**src/rtl/mem_access_pkg.sv**
```systemverilog
// Shared definitions for the load/store front-end: access sizes, FSM
// states and the byte-lane mask helpers used by the load and RMW paths.
package mem_access_pkg;

    localparam int ADDR_MSB_DEFAULT  = 22;
    localparam int RAM_WORDS_DEFAULT = 51;

    localparam logic [1:0] SIZE_BYTE = 2'b00;
    localparam logic [1:0] SIZE_HALF = 2'b01;
    localparam logic [1:0] SIZE_WORD = 2'b10;
    localparam logic [1:0] SIZE_RSVD = 2'b11;

    typedef enum logic {
        IDLE = 1'b0,
        RMW  = 1'b1
    } state_e;

    // Byte-enable pattern of the lanes touched by an access of this size.
    function automatic logic [3:0] lane_mask(input logic [1:0] lane, input logic [1:0] size);
        case (size)
            SIZE_BYTE: lane_mask = 4'b0001 << lane;
            SIZE_HALF: lane_mask = lane[1] ? 4'b1100 : 4'b0011;
            SIZE_WORD: lane_mask = 4'b1111;
            default:   lane_mask = 4'b0000;
        endcase
    endfunction

    function automatic logic [31:0] expand_mask(input logic [3:0] be);
        for (int i = 0; i < 4; i++) begin
            expand_mask[8*i +: 8] = {8{be[i]}};
        end
    endfunction

endpackage

```
**src/rtl/mem_access_unit_if.sv**
```systemverilog
// Bundle of the MEM-stage request/response and DataMemory port signals.
// The unit itself connects through the slave modport.
interface mem_access_unit_if;

    logic        req_valid;
    logic        req_ready;
    logic        req_write;
    logic [1:0]  req_size;
    logic        req_signed;
    logic [31:0] req_addr;
    logic [31:0] req_wdata;

    logic        rsp_valid;
    logic [31:0] rsp_rdata;
    logic        rsp_fault;

    logic        mem_we;
    logic [31:0] mem_addr;
    logic [31:0] mem_wdata;
    logic [31:0] mem_rdata;

    modport master (
        output req_valid, req_write, req_size, req_signed, req_addr, req_wdata, mem_rdata,
        input  req_ready, rsp_valid, rsp_rdata, rsp_fault, mem_we, mem_addr, mem_wdata
    );

    modport slave (
        input  req_valid, req_write, req_size, req_signed, req_addr, req_wdata, mem_rdata,
        output req_ready, rsp_valid, rsp_rdata, rsp_fault, mem_we, mem_addr, mem_wdata
    );

endinterface

```
**src/rtl/mem_access_unit_byte_lane_merge.sv**
```systemverilog
// Combinational lane logic: extracts/extends a sub-word from a memory word
// for loads, and splices store data into a memory word for RMW writes.
module byte_lane_merge
    import mem_access_pkg::*;
(
    input  logic [31:0] word_i,
    input  logic [31:0] data_i,
    input  logic [1:0]  lane_i,
    input  logic [1:0]  size_i,
    input  logic        signed_i,
    output logic [31:0] extract_o,
    output logic [31:0] merge_o
);

    logic [7:0]  byte_sel;
    logic [15:0] half_sel;
    logic [31:0] bit_mask;
    logic [31:0] data_rep;

    assign byte_sel = word_i[{lane_i, 3'b000} +: 8];
    assign half_sel = lane_i[1] ? word_i[31:16] : word_i[15:0];
    assign bit_mask = expand_mask(lane_mask(lane_i, size_i));

    // Store data is replicated into every lane so the mask alone picks the target.
    always_comb begin
        case (size_i)
            SIZE_BYTE: begin
                extract_o = {{24{signed_i & byte_sel[7]}}, byte_sel};
                data_rep  = {4{data_i[7:0]}};
            end
            SIZE_HALF: begin
                extract_o = {{16{signed_i & half_sel[15]}}, half_sel};
                data_rep  = {2{data_i[15:0]}};
            end
            default: begin
                extract_o = word_i;
                data_rep  = data_i;
            end
        endcase
    end

    assign merge_o = (word_i & ~bit_mask) | (data_rep & bit_mask);

endmodule

```
**src/rtl/mem_access_unit.sv**
```systemverilog
// Load/store front-end to a word-wide DataMemory: fault decode, sub-word
// load extraction and a one-cycle read-modify-write for sub-word stores.
module mem_access_unit
    import mem_access_pkg::*;
#(
    parameter int ADDR_MSB  = ADDR_MSB_DEFAULT,
    parameter int RAM_WORDS = RAM_WORDS_DEFAULT
) (
    input logic              clk,
    input logic              reset_n,
    mem_access_unit_if.slave bus
);

    // Address bits above ADDR_MSB must all be zero for an in-range access.
    localparam logic [31:0] HI_MASK = ~((32'h1 << (ADDR_MSB + 1)) - 32'h1);

    state_e      state_q, state_d;
    logic [31:0] cap_addr_q, cap_addr_d;
    logic [31:0] cap_data_q, cap_data_d;
    logic [1:0]  cap_lane_q, cap_lane_d;
    logic [1:0]  cap_size_q, cap_size_d;
    logic        rsp_valid_q, rsp_valid_d;
    logic        rsp_fault_q, rsp_fault_d;
    logic [31:0] rsp_rdata_q, rsp_rdata_d;

    logic        ready;
    logic        accept;
    logic        fault;
    logic        misaligned;
    logic        range_fault;
    logic [31:0] word_idx;
    logic [31:0] aligned_addr;
    logic [31:0] extract_data;
    logic [31:0] merge_data;
    logic [1:0]  lane_sel;
    logic [1:0]  size_sel;

    assign aligned_addr = {bus.req_addr[31:2], 2'b00};
    assign word_idx     = (bus.req_addr & ~HI_MASK) >> 2;
    assign range_fault  = (|(bus.req_addr & HI_MASK)) || (word_idx >= 32'(RAM_WORDS));
    assign misaligned   = ((bus.req_size == SIZE_HALF) && bus.req_addr[0]) ||
                          ((bus.req_size == SIZE_WORD) && (bus.req_addr[1:0] != 2'b00));
    assign fault        = misaligned || range_fault || (bus.req_size == SIZE_RSVD);

    assign ready  = reset_n && (state_q == IDLE);
    assign accept = bus.req_valid && ready;

    // One lane unit serves both paths: the live request in IDLE, the capture in RMW.
    assign lane_sel = (state_q == RMW) ? cap_lane_q : bus.req_addr[1:0];
    assign size_sel = (state_q == RMW) ? cap_size_q : bus.req_size;

    byte_lane_merge u_lane (
        .word_i    (bus.mem_rdata),
        .data_i    (cap_data_q),
        .lane_i    (lane_sel),
        .size_i    (size_sel),
        .signed_i  (bus.req_signed),
        .extract_o (extract_data),
        .merge_o   (merge_data)
    );

    assign bus.req_ready = ready;
    assign bus.mem_addr  = (state_q == RMW) ? cap_addr_q : aligned_addr;
    assign bus.mem_wdata = (state_q == RMW) ? merge_data : bus.req_wdata;
    assign bus.mem_we    = (state_q == RMW) ||
                           (accept && bus.req_write && (bus.req_size == SIZE_WORD) && !fault);

    assign bus.rsp_valid = rsp_valid_q;
    assign bus.rsp_fault = rsp_fault_q;
    assign bus.rsp_rdata = rsp_rdata_q;

    always_comb begin
        // NOTE: every target gets a default first, so no branch can infer a latch.
        state_d     = state_q;
        cap_addr_d  = cap_addr_q;
        cap_data_d  = cap_data_q;
        cap_lane_d  = cap_lane_q;
        cap_size_d  = cap_size_q;
        rsp_valid_d = 1'b0;
        rsp_fault_d = 1'b0;
        rsp_rdata_d = '0;

        case (state_q)
            IDLE: begin
                if (accept) begin
                    if (fault) begin
                        rsp_valid_d = 1'b1;
                        rsp_fault_d = 1'b1;
                    end else if (!bus.req_write) begin
                        rsp_valid_d = 1'b1;
                        rsp_rdata_d = extract_data;
                    end else if (bus.req_size != SIZE_WORD) begin
                        cap_addr_d = aligned_addr;
                        cap_data_d = bus.req_wdata;
                        cap_lane_d = bus.req_addr[1:0];
                        cap_size_d = bus.req_size;
                        state_d    = RMW;
                    end
                end
            end
            RMW:     state_d = IDLE;
            default: state_d = IDLE;
        endcase
    end

    // NOTE: non-blocking assignments so every register samples pre-edge values.
    always_ff @(posedge clk or negedge reset_n) begin
        if (!reset_n) begin
            state_q     <= IDLE;
            cap_addr_q  <= '0;
            cap_data_q  <= '0;
            cap_lane_q  <= '0;
            cap_size_q  <= '0;
            rsp_valid_q <= 1'b0;
            rsp_fault_q <= 1'b0;
            rsp_rdata_q <= '0;
        end else begin
            state_q     <= state_d;
            cap_addr_q  <= cap_addr_d;
            cap_data_q  <= cap_data_d;
            cap_lane_q  <= cap_lane_d;
            cap_size_q  <= cap_size_d;
            rsp_valid_q <= rsp_valid_d;
            rsp_fault_q <= rsp_fault_d;
            rsp_rdata_q <= rsp_rdata_d;
        end
    end

endmodule
```
**src/flat_wrapper.sv**
```systemverilog
// flat-port wrapper written by rule: the top's interface ports become plain ports
module mem_access_unit_flat import mem_access_pkg::*;
#(
    parameter int ADDR_MSB  = ADDR_MSB_DEFAULT,
    parameter int RAM_WORDS = RAM_WORDS_DEFAULT
)
  (clk, reset_n, bus_req_valid, bus_req_write, bus_req_size, bus_req_signed, bus_req_addr, bus_req_wdata, bus_mem_rdata, bus_req_ready, bus_rsp_valid, bus_rsp_rdata, bus_rsp_fault, bus_mem_we, bus_mem_addr, bus_mem_wdata);
  mem_access_unit_if bus_i ();
  input logic clk;
  input logic reset_n;
  input wire logic [$bits(bus_i.req_valid)-1:0] bus_req_valid;
  input wire logic [$bits(bus_i.req_write)-1:0] bus_req_write;
  input wire logic [$bits(bus_i.req_size)-1:0] bus_req_size;
  input wire logic [$bits(bus_i.req_signed)-1:0] bus_req_signed;
  input wire logic [$bits(bus_i.req_addr)-1:0] bus_req_addr;
  input wire logic [$bits(bus_i.req_wdata)-1:0] bus_req_wdata;
  input wire logic [$bits(bus_i.mem_rdata)-1:0] bus_mem_rdata;
  output wire logic [$bits(bus_i.req_ready)-1:0] bus_req_ready;
  output wire logic [$bits(bus_i.rsp_valid)-1:0] bus_rsp_valid;
  output wire logic [$bits(bus_i.rsp_rdata)-1:0] bus_rsp_rdata;
  output wire logic [$bits(bus_i.rsp_fault)-1:0] bus_rsp_fault;
  output wire logic [$bits(bus_i.mem_we)-1:0] bus_mem_we;
  output wire logic [$bits(bus_i.mem_addr)-1:0] bus_mem_addr;
  output wire logic [$bits(bus_i.mem_wdata)-1:0] bus_mem_wdata;
  assign bus_i.req_valid = bus_req_valid;
  assign bus_i.req_write = bus_req_write;
  assign bus_i.req_size = bus_req_size;
  assign bus_i.req_signed = bus_req_signed;
  assign bus_i.req_addr = bus_req_addr;
  assign bus_i.req_wdata = bus_req_wdata;
  assign bus_i.mem_rdata = bus_mem_rdata;
  assign bus_req_ready = bus_i.req_ready;
  assign bus_rsp_valid = bus_i.rsp_valid;
  assign bus_rsp_rdata = bus_i.rsp_rdata;
  assign bus_rsp_fault = bus_i.rsp_fault;
  assign bus_mem_we = bus_i.mem_we;
  assign bus_mem_addr = bus_i.mem_addr;
  assign bus_mem_wdata = bus_i.mem_wdata;
  mem_access_unit #(.ADDR_MSB(ADDR_MSB), .RAM_WORDS(RAM_WORDS)) u_core (.clk(clk), .reset_n(reset_n), .bus(bus_i));
endmodule
```
**config.mk**
```make
export PLATFORM = sky130hd
export DESIGN_NAME = mem_access_unit_flat
export DESIGN_NICKNAME = d
export VERILOG_FILES = /design/src/rtl/mem_access_pkg.sv /design/src/rtl/mem_access_unit_if.sv /design/src/rtl/mem_access_unit_byte_lane_merge.sv /design/src/rtl/mem_access_unit.sv /design/src/flat_wrapper.sv
export SDC_FILE = /design/constraint.sdc
export NUM_CORES = 1
export LEC_CHECK = 0
export ABC_AREA = 1
export ABC_CLOCK_PERIOD_IN_PS = 4950
export CAP_MARGIN = 25
export CORE_ASPECT_RATIO = 1.2
export CORE_MARGIN = 1
export CORE_UTILIZATION = 51
export DETAILED_ROUTE_END_ITERATION = 7
export PLACE_DENSITY = 0.87
export SYNTH_ARGS = -nofsm -noshare
export SYNTH_HDL_FRONTEND = slang
export SYNTH_SLANG_ARGS = --single-unit
```
**constraint.sdc**
```tcl
create_clock -name clk -period 4.95 [get_ports clk]
set_clock_uncertainty 0.05 [all_clocks]
set_input_delay 0.7425 -clock clk [delete_from_list [all_inputs] [get_ports clk]]
set_output_delay 0.7425 -clock clk [all_outputs]
set_load 0.02 [all_outputs]
```
==> impl_metrics.yaml <==
clock_tree:
  clk-insertion-delay-late_ps: 350
  hold_buffers: 0
  clock-sinks: 101
  cts_buffer_depth: 2
  clkTransAtPathRegs_ps: 70
  cts_inserted_buffers: 9
  cts_tree: "yes"
  h-tree-depth: 3
  root_buffer: "clkbuf_16"
yosys:
  avgSynthCellArea_um2: 6.63
  synthAdderAreaFrac_pct: 0
  synth_xor_area_share_pct: 0
  synth_top_family_by_area: "simple AND/OR/NAND/NOR gates"
  syn_inst: 946
  synth_seq_cells: 101
  synthMuxAreaShare_pct: 0
  synthArstFlopShare_pct: 100
  synth.most_common_cell: "nand2_1"
  yosysWarnings: 0
  synthTopCellsByCount: "296 x nand2_1, 171 x nor2_1, 143 x inv_1"
  synth-seq-area-share_pct: 40.3
  synth_area_leader_cell: "dfrtp_1"
  synth-edff-count: 0
  synth_top_area_share_pct: 40.3
  synth_compound_area_share_pct: 9.48
  syn_area_um2: 6270
  yosys.area_share.simple_pct: 37.2
  synth_area_leaders: "dfrtp_1 40%, nand2_1 18%, nor2_1 10%, inv_1 8.6%, nand3_1 3.9%"
  synthFlopType: "dfrtp_1"
  yosys.cell_types.count: 35
worst_setup_path:
  crit_fanout: 40
  reg2reg_slack_ps: 1870
  path_common_cell: "nand2_1"
  cp-start-kind: "flip-flop"
  path_delay_family: "buffers and inverters"
  cp.required_ps: 4160
  cp.arrival_ps: 3930
  path_cells: "inv_2 > buf_4 > nand2_1 > nand2_1 > nand2_1 > nand2_1 > nand2_1 > nand2_1 > nand2_1 > a31oi_1 > clkdlybuf4s50_1"
  slowest_stage: "clkdlybuf4s50_1"
  path_class: "flip-flop to output pin"
  endpoint_kind: "output pin"
  critical-path-max-stage-delay_ps: 670
  cp_num_buf_inv: 3
detailed_routing:
  vias: 6561
  drc: 0
  drt_iter0_drc: 515
  wirelength_mm: 19.1
  routed_via_density: 5.10
  wl_per_cell_um: 14.8
  dr.pass1.iters: 7
  drtAntennaViolNets: 0
global_routing:
  grt_pass1_vias: 5998
  grt.total_usage_pct: 30.4
  gr-total-overflow: 0
  grt_antenna_before_repair: 0
  grt_pass1_wl_mm: 29.0
  grt_max_degree: 63
place:
  numPortBuffers: 200
  place_hpwl_mm: 14.0
  gp_congestion: 0.938
  dp_slack_ps: 453
  placed_cells: 1271
timing:
  setup_viol: 0
  max_clock_freq_mhz: 212
  slew_viol_final: 0
  finalHoldViolations: 0
  fin_tns_setup_ps: 0
  fin_hold_ws_ps: 420
  maxSlewHeadroom_pct: 47.7
  min_period_ps: 4720
  rsz0062_at_grt: "no"
  fin_crit_sh_pct: 95.4
  setup_slack_ps: 228
  tightestPinTransition_ps: 784
floorplan:
  die_y_um: 123
  start_util_pct: 52.0
  core_area_um2: 12100
  rows: 44
  die_w_um: 103
  dieArea_um2: 12700
  pin_count: 203
run:
  drv_cap: 0
cells_and_area:
  final_cells: 1287
  drive_above_1_share_pct: 6.04
  fin_nets: 1225
  fillers: 1025
  area_growth_pct: 37.2
  diodes: 0
run_status:
  run_status: "completed"
hold_path:
  hold_path_class: "flip-flop to flip-flop"
pwr:
  pwr_density_cell_nw_per_um2: 224
  power.leakage_nw: 4.79
  vdd.ir_drop.worst_mv: 0.152
[final timing paths]
kind | from | end | cells past startpoint
max in group asynchronous | reset_n | u_core.bus.rsp_rdata[14] | 3
min | u_core.cap_addr_q[30] | u_core.cap_addr_q[30] | 2
min in group asynchronous | reset_n | u_core.bus.rsp_rdata[28] | 2
min reg2reg | u_core.cap_addr_q[30] | u_core.cap_addr_q[30] | 2
max reg2reg | u_core.state_q | u_core.bus.rsp_rdata[20] | 11
max | u_core.state_q | bus_mem_wdata[7] | 11
[layout make-up]
type,instances,area [um2],share of cell area [%]
clock buffer,10,239,2.78
clock inverter,5,60.1,0.698
inverter,149,559,6.50
multi-input combinational,654,2950,34.3
sequential,101,2530,29.4
tap,161,201,2.34
timing repair buffer,207,2070,24.0
[state kept, by name, indices dropped and copies added, names as in the netlist]
signal and count:
u_core.cap_data_q 32, u_core.bus.rsp_rdata 32, u_core.bus.rsp_fault 1, u_core.state_q 1, u_core.cap_size_q 2, u_core.cap_lane_q 2, u_core.cap_addr_q 30, u_core.bus.rsp_valid 1
[cell families (layout without fill, tap and decap cells)]
logic type,after synthesis,after routing
flip-flops,101,101
buffers and inverters,193,371
other,1,2
AO/OA/AOI/OAI,102,103
AND/OR/NAND/NOR,549,549
[through the flow]
step	total power [mW]	utilization, %	instance area (um2)
after detailed placement	1.21	68.8	8300
after floorplan	1.01	-	6280
after CTS	1.93	71.3	8590
after global routing	1.99	71.4	8610
final	1.93	71.4	8610
after global placement	1.21	68.8	8300
[placed cells by master, fill, tap and decap left out, types with 3 or more instances in the layout]
| cell type | count |
|---|---|
| a21oi_1 | 22 |
| a22oi_1 | 8 |
| a31oi_1 | 8 |
| buf_4 | 6 |
| clkbuf_16 | 9 |
| clkdlybuf4s50_1 | 199 |
| dfrtp_1 | 100 |
| inv_1 | 143 |
| inv_2 | 6 |
| nand2_1 | 296 |
| nand2_2 | 9 |
| nand3_1 | 49 |
| nor2_1 | 171 |
| nor2_4 | 12 |
| o21ai_0 | 46 |
| o21ai_1 | 9 |
| o21ai_4 | 3 |
[worst register-to-register path, cell delays in order (launching register included)]
cell,delay (ps)
dfrtp_2,730
inv_2,350
buf_4,370
nand2_1,130
nand2_1,250
nand2_1,140
nand2_1,50
nand2_1,110
nand4_4,160
nand2_2,140
nand3_4,310
nor2_1,210
[timing repair]
item                                    4_1_cts  5_1_grt
buffers inserted                              0        0
endpoints found under the hold margin         0        0
endpoints found under the setup margin        0       16
gates resized for setup                       0        1
[per-layer routing]
| metal | global-route usage [%] | vias up | wire (um) |
|---|---|---|---|
| li1 | - | 3213 | - |
| met1 | 36.2 | 2988 | 7400 |
| met2 | 50.7 | 313 | 9200 |
| met3 | 6.22 | 47 | 1620 |
| met4 | 17.1 | 0 | 850 |
| met5 | 0 | - | 0 |
[where the power goes]
part / internal (mW) / switching (mW) / leakage, nW
clock network: 0.405 / 0.325 / 0.145
registers: 0.825 / 0.000202 / 1.19
logic: 0.165 / 0.210 / 3.45
Power figures use the tool's default switching activity.
==> edit (same settings) <==
`cap_addr_q` no longer has a reset.
--- a/src/rtl/mem_access_unit.sv
+++ b/src/rtl/mem_access_unit.sv
@@ -109,3 +109,2 @@
             state_q     <= IDLE;
-            cap_addr_q  <= '0;
             cap_data_q  <= '0;
@@ -118,3 +117,2 @@
             state_q     <= state_d;
-            cap_addr_q  <= cap_addr_d;
             cap_data_q  <= cap_data_d;
@@ -128,2 +126,6 @@
 
+    always_ff @(posedge clk) begin
+        cap_addr_q <= cap_addr_d;
+    end
+
 endmodule
Behaviour: same outputs for any inputs over 4 cycles, from zero or initial values and one cycle with reset_n low; that may be too few to reach the edited logic, so the function may still have changed.
==> edit against the unedited design <==
- core utilization rose by 1.3 points
- sequential cell count stayed put
- sequential power up 4.0%
- worst setup slack better by 0.53 ns
- wire length shrank 1.2%
- via count shrank 3.2%
- design area down 2.8%
- synthesized area is 4.3% lower
- clock power grew 2%
- power grew 2.2%
- largest cell class is now registers
==> edit: results (changes against the unedited design) <==
* Pwr dens at 236 nW/um^2 (+5.1%)
* DRT Pass-1 Iters at 5 (-2)
* WL met3 at 1.90 mm (+17%)
* Met2 Routed Length at 9.22 mm (+0.26%)
* Slew at the pin with the worst max-slew slack at 0.700 ns (-0.0842 ns)
* Inverter count at 116 (-22%)
* Metal-1 WL at 6.96 mm (-5.9%)
* Vias in the first global route at 6271 (+4.6%)
* Placement Setup Slack at 0.837 ns (+0.385 ns)
* CP peak stage delay at 0.64 ns (-0.03 ns)
* Layout cells sized above 1 at 5.77% (-0.27 points)
* Worst r2r dst: u_core.bus.rsp_rdata[16]$_DFF_PN0_
* Non-filler instance count after layout at 1214 (-5.7%)
* Non-clock buffers, area share at 24.9% (+0.83 points)
* Outcome: finished, final reports clean
* Final GP Congestion at 0.934 (-0.42%)
* Final-layout clock buffer total at 12 (+2)
* Seq power at 0.859 mW (+4.0%)
* R2R cell count at 9 (-2)
* Combinational power share at 18.7% (-0.7 points)
* Fraction of registers with async set or reset after synthesis at 70.3% (-30 points)
* Routed WL at 18.8 mm (-1.2%)
* Vias per inst at 5.23 (+2.7%)
* Fillcell total at 927 (-9.6%)
* Compound-Gate Fraction of Synth Area at 9.95% (+0.47 points)
* Multi-input combinational area share at 31.8% (-2.5 points)
* Met2 usage at 54.6% (+3.9 points)
* Leakage at 4.24 nW (-12%)
* Clock network area share at 3.77% (+0.30 points)
* M3 GR Usage at 8.15% (+1.9 points)
* Hold WC Path Type: primary input to asynchronous set/reset pin
* Sequential share of cell area at 32.0% (+2.6 points)
* Pin count of the biggest net entering global routing at 72 (+14%)
* Cells after Synth at 871 (-7.9%)
* Sequential share of the synthesized area at 44.6% (+4.3 points)
* Finished Core Util at 72.6% (+1.3 points)
* Synth cell types at 33 (-5.7%)
* Placed instance area at 8050 um^2 (-3.0%)
* Area contributors post-synth: dfrtp_1 (30%), nand2_1 (17%), edfxtp_1 (15%)
* CTS buffer count at 9 (unchanged)
* HPWL after detailed placement at 14.0 mm (-0.60%)
* N_taps at 157 (-2.5%)
* Worst path arrival time at 3.40 ns (-0.53 ns)
* Synth top cells by count: nand2_1 (267), nor2_1 (171), inv_1 (107), dfrtp_1 (71), o21ai_0 (49)
* Worst setup margin at 0.761 ns (+0.533 ns)
* First-pass GRT wire length at 30.0 mm (+3.4%)
* Initial DRC Count at 481 (-6.6%)
* Non-Clock Buffer Count at 211 (+1.9%)
* Global-route usage over all layers at 32.1% (+1.8 points)
-- edit: kinds of logic (layout without fill, tap and decap cells) --
family          count (synthesis)  in the layout
flops                         101            101
other cells                     1              2
simple gates                  505            505
buf+inv                       158            343
compound gates                106            106
-- edit: how the worst min path moves through the flow --
| stage | start | end | slack [ns] | cells past startpoint |
|---|---|---|---|---|
| after global placement | u_core.cap_size_q[1]$_DFFE_PN0P_ | u_core.cap_size_q[1]$_DFFE_PN0P_ | 0.49 | 2 |
| final | reset_n | u_core.bus.rsp_rdata[21]$_DFF_PN0_ | 0.46 | 2 |
| after detailed placement | u_core.cap_size_q[1]$_DFFE_PN0P_ | u_core.cap_size_q[1]$_DFFE_PN0P_ | 0.50 | 2 |
| after global routing | reset_n | u_core.bus.rsp_rdata[3]$_DFF_PN0_ | 0.49 | 2 |
| after CTS | reset_n | u_core.bus.rsp_rdata[5]$_DFF_PN0_ | 0.45 | 2 |
| after floorplan | reset_n | u_core.bus.rsp_fault$_DFF_PN0_ | 0.40 | 0 |
